`src/rtl/pipeline_pkg.sv`:
```
// Shared types and constants for the pipeline hazard/forwarding controller.
//   hz_tag_t    : shadow tag carried through EX, MEM and WB
//   hz_action_e : per-cycle pipeline action, highest priority last in list
//   FWD_*       : EX operand forward-select encodings
package pipeline_pkg;

    // Tag address fields are sized for the widest supported register file;
    // narrower register addresses are zero-extended into them.
    localparam int HZ_ADDR_W = 8;

    localparam logic [1:0] FWD_REG   = 2'b00;
    localparam logic [1:0] FWD_MEMWB = 2'b01;
    localparam logic [1:0] FWD_EXMEM = 2'b10;

    typedef enum logic [1:0] {
        RUN    = 2'b00,
        STALL  = 2'b01,
        FLUSH  = 2'b10,
        FREEZE = 2'b11
    } hz_action_e;

    typedef struct packed {
        logic                 valid;
        logic [HZ_ADDR_W-1:0] rs;
        logic [HZ_ADDR_W-1:0] rt;
        logic [HZ_ADDR_W-1:0] rd;
        logic                 regwrite;
        logic                 memread;
    } hz_tag_t;

    // True when a tag will write a real (non-zero) register.
    function automatic logic tag_writes_reg(input hz_tag_t t);
        return t.valid && t.regwrite && (t.rd != {HZ_ADDR_W{1'b0}});
    endfunction

endpackage

```
`src/rtl/fwd_select.sv`:
```
// Operand forward selector for one EX source operand.
//   src     : source register of the instruction in EX
//   mem_tag : tag of the instruction in MEM (EX/MEM register)
//   wb_tag  : tag of the instruction in WB (MEM/WB register)
//   sel     : FWD_EXMEM, FWD_MEMWB or FWD_REG
module fwd_select
    import pipeline_pkg::*;
(
    input  logic [HZ_ADDR_W-1:0] src,
    input  hz_tag_t              mem_tag,
    input  hz_tag_t              wb_tag,
    output logic [1:0]           sel
);

    // Source fields of the older tags play no part in forwarding.
    logic unused_fields_s;
    assign unused_fields_s = ^{mem_tag.rs, mem_tag.rt, wb_tag.rs, wb_tag.rt, wb_tag.memread};

    // Youngest producer wins; a load still in MEM has no data yet, so it is skipped.
    always_comb begin
        if (tag_writes_reg(mem_tag) && !mem_tag.memread && (mem_tag.rd == src)) begin
            sel = FWD_EXMEM;
        end else if (tag_writes_reg(wb_tag) && (wb_tag.rd == src)) begin
            sel = FWD_MEMWB;
        end else begin
            sel = FWD_REG;
        end
    end

endmodule

```
`src/rtl/pipeline_hazard_ctrl.sv`:
```
// Hazard and forwarding controller for a 5-stage MIPS pipeline.
// Keeps shadow tags for EX/MEM/WB and derives freeze, flush, load-use stall
// and forward selects from them; counts each event in saturating counters.
//   clk, rst                 : clock, synchronous active-high reset
//   id_*                     : fields of the instruction in IF/ID
//   ex_branch_taken          : branch resolved taken in EX
//   mem_busy                 : data memory not ready, freeze everything
//   pc_hold, ifid_hold       : hold PC and IF/ID
//   ifid_flush, idex_bubble  : clear IF/ID, zero ID/EX control
//   pipe_freeze              : hold all pipeline registers
//   fwd_a_sel, fwd_b_sel     : EX operand forward selects
//   stall_cnt/flush_cnt/freeze_cnt : saturating event counters
// REG_ADDR_W must not exceed pipeline_pkg::HZ_ADDR_W.
module pipeline_hazard_ctrl
    import pipeline_pkg::*;
#(
    parameter int REG_ADDR_W      = 5,
    parameter int LOAD_USE_STALLS = 1,
    parameter int CNT_W           = 16
) (
    input  logic                  clk,
    input  logic                  rst,
    input  logic                  id_valid,
    input  logic [REG_ADDR_W-1:0] id_rs,
    input  logic [REG_ADDR_W-1:0] id_rt,
    input  logic [REG_ADDR_W-1:0] id_rd,
    input  logic                  id_uses_rs,
    input  logic                  id_uses_rt,
    input  logic                  id_regwrite,
    input  logic                  id_memread,
    input  logic                  ex_branch_taken,
    input  logic                  mem_busy,
    output logic                  pc_hold,
    output logic                  ifid_hold,
    output logic                  ifid_flush,
    output logic                  idex_bubble,
    output logic                  pipe_freeze,
    output logic [1:0]            fwd_a_sel,
    output logic [1:0]            fwd_b_sel,
    output logic [CNT_W-1:0]      stall_cnt,
    output logic [CNT_W-1:0]      flush_cnt,
    output logic [CNT_W-1:0]      freeze_cnt
);

    hz_tag_t                ex_tag_r, mem_tag_r, wb_tag_r;
    hz_tag_t                id_tag_s;
    hz_action_e             action_s;
    logic                   load_use_s;
    logic [1:0]             fwd_a_s, fwd_b_s;
    logic [CNT_W-1:0]       stall_cnt_r, flush_cnt_r, freeze_cnt_r;

    function automatic logic [CNT_W-1:0] sat_inc(input logic [CNT_W-1:0] c);
        return (c == {CNT_W{1'b1}}) ? c : c + CNT_W'(1);
    endfunction

    // A loading tag blocks ID when ID reads the register the load writes.
    function automatic logic load_hit(input hz_tag_t t, input hz_tag_t id);
        return t.valid && t.memread && (t.rd != {HZ_ADDR_W{1'b0}}) &&
               ((id_uses_rs && (id.rs == t.rd)) || (id_uses_rt && (id.rt == t.rd)));
    endfunction

    // Zero-extend the ID fields into tag form.
    always_comb begin
        id_tag_s          = '0;
        id_tag_s.valid    = id_valid;
        id_tag_s.rs[REG_ADDR_W-1:0] = id_rs;
        id_tag_s.rt[REG_ADDR_W-1:0] = id_rt;
        id_tag_s.rd[REG_ADDR_W-1:0] = id_rd;
        id_tag_s.regwrite = id_regwrite;
        id_tag_s.memread  = id_memread;
    end

    // Action priority: reset, freeze, flush, load-use stall, run.
    always_comb begin
        load_use_s = id_valid && (load_hit(ex_tag_r, id_tag_s) ||
                     ((LOAD_USE_STALLS == 2) && load_hit(mem_tag_r, id_tag_s)));
        if (rst) begin
            action_s = RUN;
        end else if (mem_busy) begin
            action_s = FREEZE;
        end else if (ex_branch_taken) begin
            action_s = FLUSH;
        end else if (load_use_s) begin
            action_s = STALL;
        end else begin
            action_s = RUN;
        end
    end

    // Pipeline control outputs decoded from the current action.
    always_comb begin
        pc_hold     = 1'b0;
        ifid_hold   = 1'b0;
        ifid_flush  = 1'b0;
        idex_bubble = 1'b0;
        pipe_freeze = 1'b0;
        case (action_s)
            FREEZE: begin
                pipe_freeze = 1'b1;
                pc_hold     = 1'b1;
                ifid_hold   = 1'b1;
            end
            FLUSH: begin
                ifid_flush  = 1'b1;
                idex_bubble = 1'b1;
            end
            STALL: begin
                pc_hold     = 1'b1;
                ifid_hold   = 1'b1;
                idex_bubble = 1'b1;
            end
            RUN: begin
                pc_hold     = 1'b0;
            end
            default: begin
                pc_hold     = 1'b0;
            end
        endcase
    end

    fwd_select u_fwd_a (
        .src     (ex_tag_r.rs),
        .mem_tag (mem_tag_r),
        .wb_tag  (wb_tag_r),
        .sel     (fwd_a_s)
    );

    fwd_select u_fwd_b (
        .src     (ex_tag_r.rt),
        .mem_tag (mem_tag_r),
        .wb_tag  (wb_tag_r),
        .sel     (fwd_b_s)
    );

    // Forward selects are forced to the register file while in reset.
    always_comb begin
        if (rst) begin
            fwd_a_sel = FWD_REG;
            fwd_b_sel = FWD_REG;
        end else begin
            fwd_a_sel = fwd_a_s;
            fwd_b_sel = fwd_b_s;
        end
    end

    // Shadow tag pipeline: hold on freeze, inject a bubble on flush/stall.
    always_ff @(posedge clk) begin
        if (rst) begin
            ex_tag_r  <= '0;
            mem_tag_r <= '0;
            wb_tag_r  <= '0;
        end else begin
            case (action_s)
                FREEZE: begin
                    ex_tag_r  <= ex_tag_r;
                    mem_tag_r <= mem_tag_r;
                    wb_tag_r  <= wb_tag_r;
                end
                FLUSH, STALL: begin
                    ex_tag_r  <= '0;
                    mem_tag_r <= ex_tag_r;
                    wb_tag_r  <= mem_tag_r;
                end
                RUN: begin
                    ex_tag_r  <= id_tag_s;
                    mem_tag_r <= ex_tag_r;
                    wb_tag_r  <= mem_tag_r;
                end
                default: begin
                    ex_tag_r  <= ex_tag_r;
                    mem_tag_r <= mem_tag_r;
                    wb_tag_r  <= wb_tag_r;
                end
            endcase
        end
    end

    // Saturating event counters.
    always_ff @(posedge clk) begin
        if (rst) begin
            stall_cnt_r  <= '0;
            flush_cnt_r  <= '0;
            freeze_cnt_r <= '0;
        end else begin
            case (action_s)
                FREEZE:  freeze_cnt_r <= sat_inc(freeze_cnt_r);
                FLUSH:   flush_cnt_r  <= sat_inc(flush_cnt_r);
                STALL:   stall_cnt_r  <= sat_inc(stall_cnt_r);
                default: stall_cnt_r  <= stall_cnt_r;
            endcase
        end
    end

    assign stall_cnt  = stall_cnt_r;
    assign flush_cnt  = flush_cnt_r;
    assign freeze_cnt = freeze_cnt_r;

endmodule

```
`config.mk`:
```
export PLATFORM = sky130hd
export DESIGN_NAME = pipeline_hazard_ctrl
export DESIGN_NICKNAME = d
export VERILOG_FILES = /design/src/rtl/pipeline_pkg.sv /design/src/rtl/fwd_select.sv /design/src/rtl/pipeline_hazard_ctrl.sv
export SDC_FILE = /design/constraint.sdc
export NUM_CORES = 1
export LEC_CHECK = 0
export ABC_CLOCK_PERIOD_IN_PS = 3800
export CAP_MARGIN = 20
export CORE_MARGIN = 3
export CORE_UTILIZATION = 51
export DETAILED_ROUTE_END_ITERATION = 7
export GPL_TIMING_DRIVEN = 0
export PLACE_DENSITY = 0.8
export SYNTH_ARGS = -nofsm -noshare
export SYNTH_HDL_FRONTEND = slang
export SYNTH_SLANG_ARGS = --single-unit
```
`constraint.sdc`:
```
create_clock -name clk -period 3.8 [get_ports clk]
set_input_delay 0.76 -clock clk [delete_from_list [all_inputs] [get_ports clk]]
set_output_delay 0.76 -clock clk [all_outputs]
set_load 0.02 [all_outputs]
```
==> results of run 1 <==
[power groups by stage]
stage          Sequential, uW  Combinational [uW]  Clock (uW)
3_5_place_dp              904                 145           0
2_1_floorplan             905                78.3           0
3_3_place_gp              903                 142           0
6_report                  884                 146         643
5_1_grt                   888                 160         696
4_1_cts                   884                 146         659
[path summary, 6_finish.rpt]
check / start / to / cells after the start
worst max-delay path: id_rt[4] / idex_bubble / 8
worst min-delay path: mem_tag_r[0] / mem_tag_r[0] / 2
worst max register to register: ex_tag_r[6] / stall_cnt[9] / 12
worst min register to register: mem_tag_r[0] / mem_tag_r[0] / 2
[metrics by stage]
step | hold slack [ns] | util (%) | cells
after floorplan | 0.449 | - | 429
after global placement | 0.463 | 65.6 | 606
after detailed placement | 0.484 | 65.6 | 606
after CTS | 0.504 | 68.4 | 622
after global routing | 0.525 | 68.7 | 623
final | 0.502 | 68.7 | 623
[registers in the layout, indices dropped and copies added, names as in the netlist]
register / cells
wb_tag_r: 7
ex_tag_r: 18
mem_tag_r: 8
flush_cnt: 16
freeze_cnt: 16
stall_cnt: 16
[cells in the final DEF (no fill, tap or decap), types with 3 or more instances in the layout]
cell and count:
clkbuf_8 9, a22o_1 17, nand3_1 18, xnor2_1 17, clkbuf_1 6, clkdlybuf4s50_1 74
mux2i_1 17, nor4b_1 4, dfxtp_1 81, inv_1 3, nand4b_1 3, nand4_1 14
o211ai_1 3, ha_1 4, nor2_1 72, buf_2 5, o21ai_0 7, and2_1 3
or4_1 5, nand2_1 22, nor4_1 10, xor2_1 48, a21oi_1 8, nor3_1 8
buf_1 4, and4_1 3, or3_1 5, nand4_2 3, clkinvlp_4 3, and3_1 9
nor2b_1 3
[worst min-delay path, cell delays in order (launching register included)]
cell and delay [ns]:
dfxtp_1 0.33, mux2i_1 0.07, nor2_1 0.07
[cells by family after synthesis]
| kind of cell | synth area share (%) |
|---|---|
| flip-flops | 41.6 |
| multiplexers | 4.36 |
| buffers and inverters | 2.47 |
| XOR/XNOR | 14.6 |
| AND/OR/NAND/NOR | 25.8 |
| AO/OA/AOI/OAI | 9.30 |
| adder cells (fa/ha/maj) | 1.92 |
[timing repair]
item,4_1_cts,5_1_grt
resized for setup,4,4
pin swaps,0,1
endpoints found under the setup margin,4,3
setup buffers,0,1
[area by class of cell]
| class | count | area (um^2) | share of cell area [%] |
|---|---|---|---|
| Timing Repair Buffer | 79 | 792 | 15.7 |
| Tap cell | 99 | 124 | 2.46 |
| Sequential cell | 81 | 1620 | 32.2 |
| Clock buffer | 9 | 124 | 2.46 |
| Clock inverter | 7 | 78.8 | 1.57 |
| Inverter | 4 | 15.0 | 0.298 |
| Buffer | 17 | 81.3 | 1.62 |
| Multi-Input combinational cell | 327 | 2200 | 43.6 |
[metal layers]
layer,track usage [%],up-vias,wire length (um)
met5,0,-,0
met2,36.1,118,4320
met3,5.71,18,645
li1,-,1705,-
met1,27.9,1646,3960
met4,10.9,0,213
==> impl_metrics.toml, run 1 <==
[worst_setup_path]
path_class = "input pin to primary output"
cpPeakStageDelay_ns = 0.45
cp-end-kind = "primary output"
path_cells = "clkdlybuf4s50_1, xor2_1, nor4_1, and3_1, a31oi_1, o41a_1, ha_1, clkdlybuf4s15_1"
r2r_slack_ns = 0.65
cp_num_buf_inv = 2
cp.required_ns = 3.04
start_kind = "input pin"
cp.arrival_ns = 2.90
slowest_stage = "clkdlybuf4s50_1"
worstPathMaxFanout = 2
cp_top_family = "buffers and inverters"

[grt]
grt_max_degree = 16
grt_pass1_wl_mm = 15.7
antenna_found_initial = 0
overflow = 0
grtUsageTotal_pct = 22.5
grt_pass1_vias = 3450

[place]
io_buffers = 78
place_area_um2 = 4810
gp_routability_congestion = 0.855
place_ws_ns = -0.268
hpwl_mm = 6.95

[timing]
fin_worst_skew_ns = 0.0104
maxSlewHeadroom_pct = 62.0
worst_slew_pin_slew_ns = 0.564
setup_viol_count_final = 0
rsz0062_at_grt = "yes"
drv_slew = 0
fin_ws_ns = 0.136
fmax_mhz = 273
fin_crit_ns = 3.66
timing.final.crit_share_pct = 96.4
final_hold_viol_count = 0
setup_tns_ns = 0

[finish]
nets = 549
design_area_um2 = 5030
area_growth_pct = 29.0
drive_gt1_share_pct = 7.63
n_fill_cell = 574
diodes = 0

[cts]
cts.clk_slew.worst_paths_ns = 0.08
cts_hold_buf = 0
cts_tree = "built"
cts_made_buffers = 9
htree_levels = 3
clockBufferDepth = 2
cts_sinks = 81
cts-root-buf = "clkbuf_8"
clock_latency_ns = 0.36

[synth]
synth_seq_cells = 81
ys_warn_count = 0
avgSynthCellArea_um2 = 9.10
seq_area_frac_synth_pct = 41.6
synth.most_common_cell = "dfxtp_1"
ys_types = 51
syn-num-nets = 459
synth.area.top_cells = "dfxtp_1, xor2_1, nor2_1"
synthArstFlopShare_pct = 0
yosysTopAreaCell = "dfxtp_1"
synth_top_area_share_pct = 41.6
syn_area_um2 = 3900
synthTopCellsByCount = "dfxtp_1, nor2_1, xor2_1"
synth-edff-count = 0
synth_top_flop_cell = "dfxtp_1"
postSynthCellCount = 429

[route]
drt_iter0_drc = 112
vias = 3487
final_antenna_net_count = 0
wl_per_cell_um = 14.7
route.detailed.drc = 0
viasPerCell = 5.60
wirelength_mm = 9.15
first_pass_iters = 4

[hold_path]
min_path_type = "flop to flop"

[power]
power_uw = 1670
p_int_uw = 1240
combinationalPowerShare_pct = 8.7
seqPwrFrac_pct = 52.9
irDropWorstVdd_mv = 0.185
power.density_nw_per_um2 = 332
power.switching_uw = 429
p_clk_share_pct = 38.4
p_leak_uw = 0.00197
swShare_pct = 25.6

[die]
die_w_um = 93.5
start_util_pct = 53.2
die_height_um = 93.5
coreArea_um2 = 7330
dieArea_um2 = 8740
row_count = 31
pin_count = 81

[status]
status = "complete, no violations"

[run]
maxCapViolCount = 0
Note: power is estimated with default switching activity, not from simulation.
==> run 2, diff against run 1 <==
Settings changed: CORE_UTILIZATION 51 to 54, CTS_CLUSTER_SIZE set to 24, PLACE_DENSITY 0.8 to 0.81, SYNTH_HIERARCHICAL set to 1.
==> run 2 against run 1 <==
Against the previous run:
- via count up 8.4%
- clock skew up 0.0035 ns
- wire length up 13%
- first-iteration DRC count up 54%
- highest routed layer unchanged
- cell area up 8.5%
- non-clock buffer count up 4
- flip-flop and latch count unchanged
- synthesized cell count up 7.9%
- sequential share of layout area down 2.5 points
- critical endpoint unchanged
- die area up 0.66%
- worst setup slack worse by 0.028 ns
==> impl_metrics.toml, run 2 <==
[synth]
syn_area_um2 = 4160
postSynthCellCount = 463
avgSynthCellArea_um2 = 8.99
ys_warn_count = 6

[worst_setup_path]
path_cells = "clkdlybuf4s50_1, xor2_1, nor4_1, a31oi_1, o41a_1, ha_1, clkdlybuf4s15_1"
cp-end-kind = "primary output"
r2r_end = "stall_cnt[8]"
cp_num_buf_inv = 2
startpoint = "id_rs[0]"
cp.required_ns = 3.04
r2r_slack_ns = 0.84
cpPeakStageDelay_ns = 0.46
path_class = "input pin to primary output"
start_kind = "input pin"
slowest_stage = "clkdlybuf4s50_1"
reg2reg_depth = 12
worstPathMaxFanout = 2
cp.arrival_ns = 2.93
r2r-start = "ex_tag_r[2]"
cp_top_family = "buffers and inverters"

[grt]
grtUsageTotal_pct = 24.1
overflow = 0
grt_max_degree = 14
antenna_found_initial = 0
grt_pass1_vias = 3639
grt_pass1_wl_mm = 16.9

[timing]
fmax_mhz = 271
fin_ws_ns = 0.108
worst_slew_pin_slew_ns = 0.676
hold_ws_ns = 0.495
rsz0062_at_grt = "no"
final_hold_viol_count = 0
timing.final.crit_share_pct = 97.2
drv_slew = 0
setup_viol_count_final = 0
maxSlewHeadroom_pct = 55.0
fin_crit_ns = 3.69
fin_worst_skew_ns = 0.0140

[finish]
stdcell_count = 692
top_register = "ex_tag_r"
drive_gt1_share_pct = 6.91
diodes = 0
layout_commonest_cell = "dfxtp_1"
largest_reg_flops = 18
nets = 619
multiInputGateArea_um2 = 2560
final_cell_mix = "dfxtp_1, clkdlybuf4s50_1, nor2_1"
utilization_pct = 74.1
area_growth_pct = 31.2
n_fill_cell = 580
seqCellArea_um2 = 1620

[route]
wirelength_mm = 10.3
viasPerCell = 5.46
first_pass_iters = 4
wl_per_cell_um = 14.9
drt_iter0_drc = 173
final_antenna_net_count = 0
vias = 3781
route.detailed.drc = 0

[cts]
cts_sinks = 81
cts_made_buffers = 9
cts_tree = "built"
clockBufferDepth = 2
htree_levels = 3
cts_hold_buf = 0
clock_latency_ns = 0.36
cts-root-buf = "clkbuf_8"
cts.clk_slew.worst_paths_ns = 0.08

[power]
power.density_nw_per_um2 = 322
irDropWorstVdd_mv = 0.215
power_uw = 1760
p_leak_uw = 0.00220

[die]
die_w_um = 93.8
coreArea_um2 = 7370
pin_count = 81
start_util_pct = 56.5
dieArea_um2 = 8800
row_count = 31
die_height_um = 93.8

[run]
maxCapViolCount = 0

[hold_path]
hp-start = "ex_tag_r[1]"
hold_end = "ex_tag_r[1]"
min_path_type = "flop to flop"
hold_path_depth = 1

[place]
gp_routability_congestion = 0.856
hpwl_mm = 7.73
io_buffers = 80
place_ws_ns = -0.262
dp.cells = 677

[status]
status = "complete, no violations"
run 2: cell count changes in the layout (fill, tap and decap cells not counted), moves of 5 or more:
cell	change
conb_1	+36
a21oi_1	+7
and4_1	+5
nand4_1	+7
nor2_1	-9
xnor2_1	+11
nor3_1	+11
run 2: stage by stage:
step                setup TNS [ns]  area [um^2]
finish                           0         5460
global route                     0         5460
CTS                        -0.0528         5440
detailed placement           -1.10         5220
global placement            -0.703         5220
floorplan                        0         4290
run 2: layout make-up:
cell class	instances	share of cell area, %
Multi-Input combinational cell	390	46.9
Sequential cell	81	29.7
Timing Repair Buffer	81	14.9
Clock buffer	10	2.52
Tap cell	99	2.27
Buffer	19	1.79
Clock inverter	5	1.47
Inverter	7	0.481
run 2: worst register-to-register path, stage by stage (launching register included):
cell and delay [ns]:
dfxtp_1 0.38, xor2_1 0.18, nor4_1 0.34, a31oi_1 0.20, o41ai_2 0.39, buf_4 0.18, ha_1 0.14, clkbuf_1 0.27
nand4_1 0.26, nor2_1 0.23, nand2_1 0.08, a21oi_1 0.12, nor3_1 0.06
run 2: per-layer routing:
layer  global-route usage [%]  up-vias  share of wire, %
met5                        0        -                 0
met4                     8.30        0               2.0
met3                     5.93       19               4.2
met2                     40.3       85                49
met1                     30.2     1804                45
li1                         -     1873                 -
run 2: worst max path at each step:
stage                         endpoint  slack, ns  depth (start not counted)
after floorplan           stall_cnt[8]       0.30                         12
after global placement         pc_hold      -0.23                          8
after detailed placement       pc_hold      -0.26                          7
after CTS                      pc_hold      -0.05                          7
after global routing       idex_bubble       0.01                          8
final                      idex_bubble       0.11                          7
run 2: repair_timing:
action / 4_1_cts / 5_1_grt
endpoints found under the setup margin: 4 / 4
buffers inserted: 0 / 1
resized for setup: 4 / 4
pin swaps: 0 / 1
run 2: where the power goes:
| part | internal [uW] | switching (uW) | leakage, uW |
|---|---|---|---|
| clock network | 383 | 308 | 0.000104 |
| logic | 87.3 | 93.4 | 0.00144 |
| registers | 864 | 22.6 | 0.000655 |
| total | 1330 | 424 | 0.00220 |
==> run 3, diff against run 2 <==
Settings changed: SKIP_LAST_GASP set to 1.
==> results of run 3 <==
No change in the layout: final DEF, timing and power equal those of run 2.
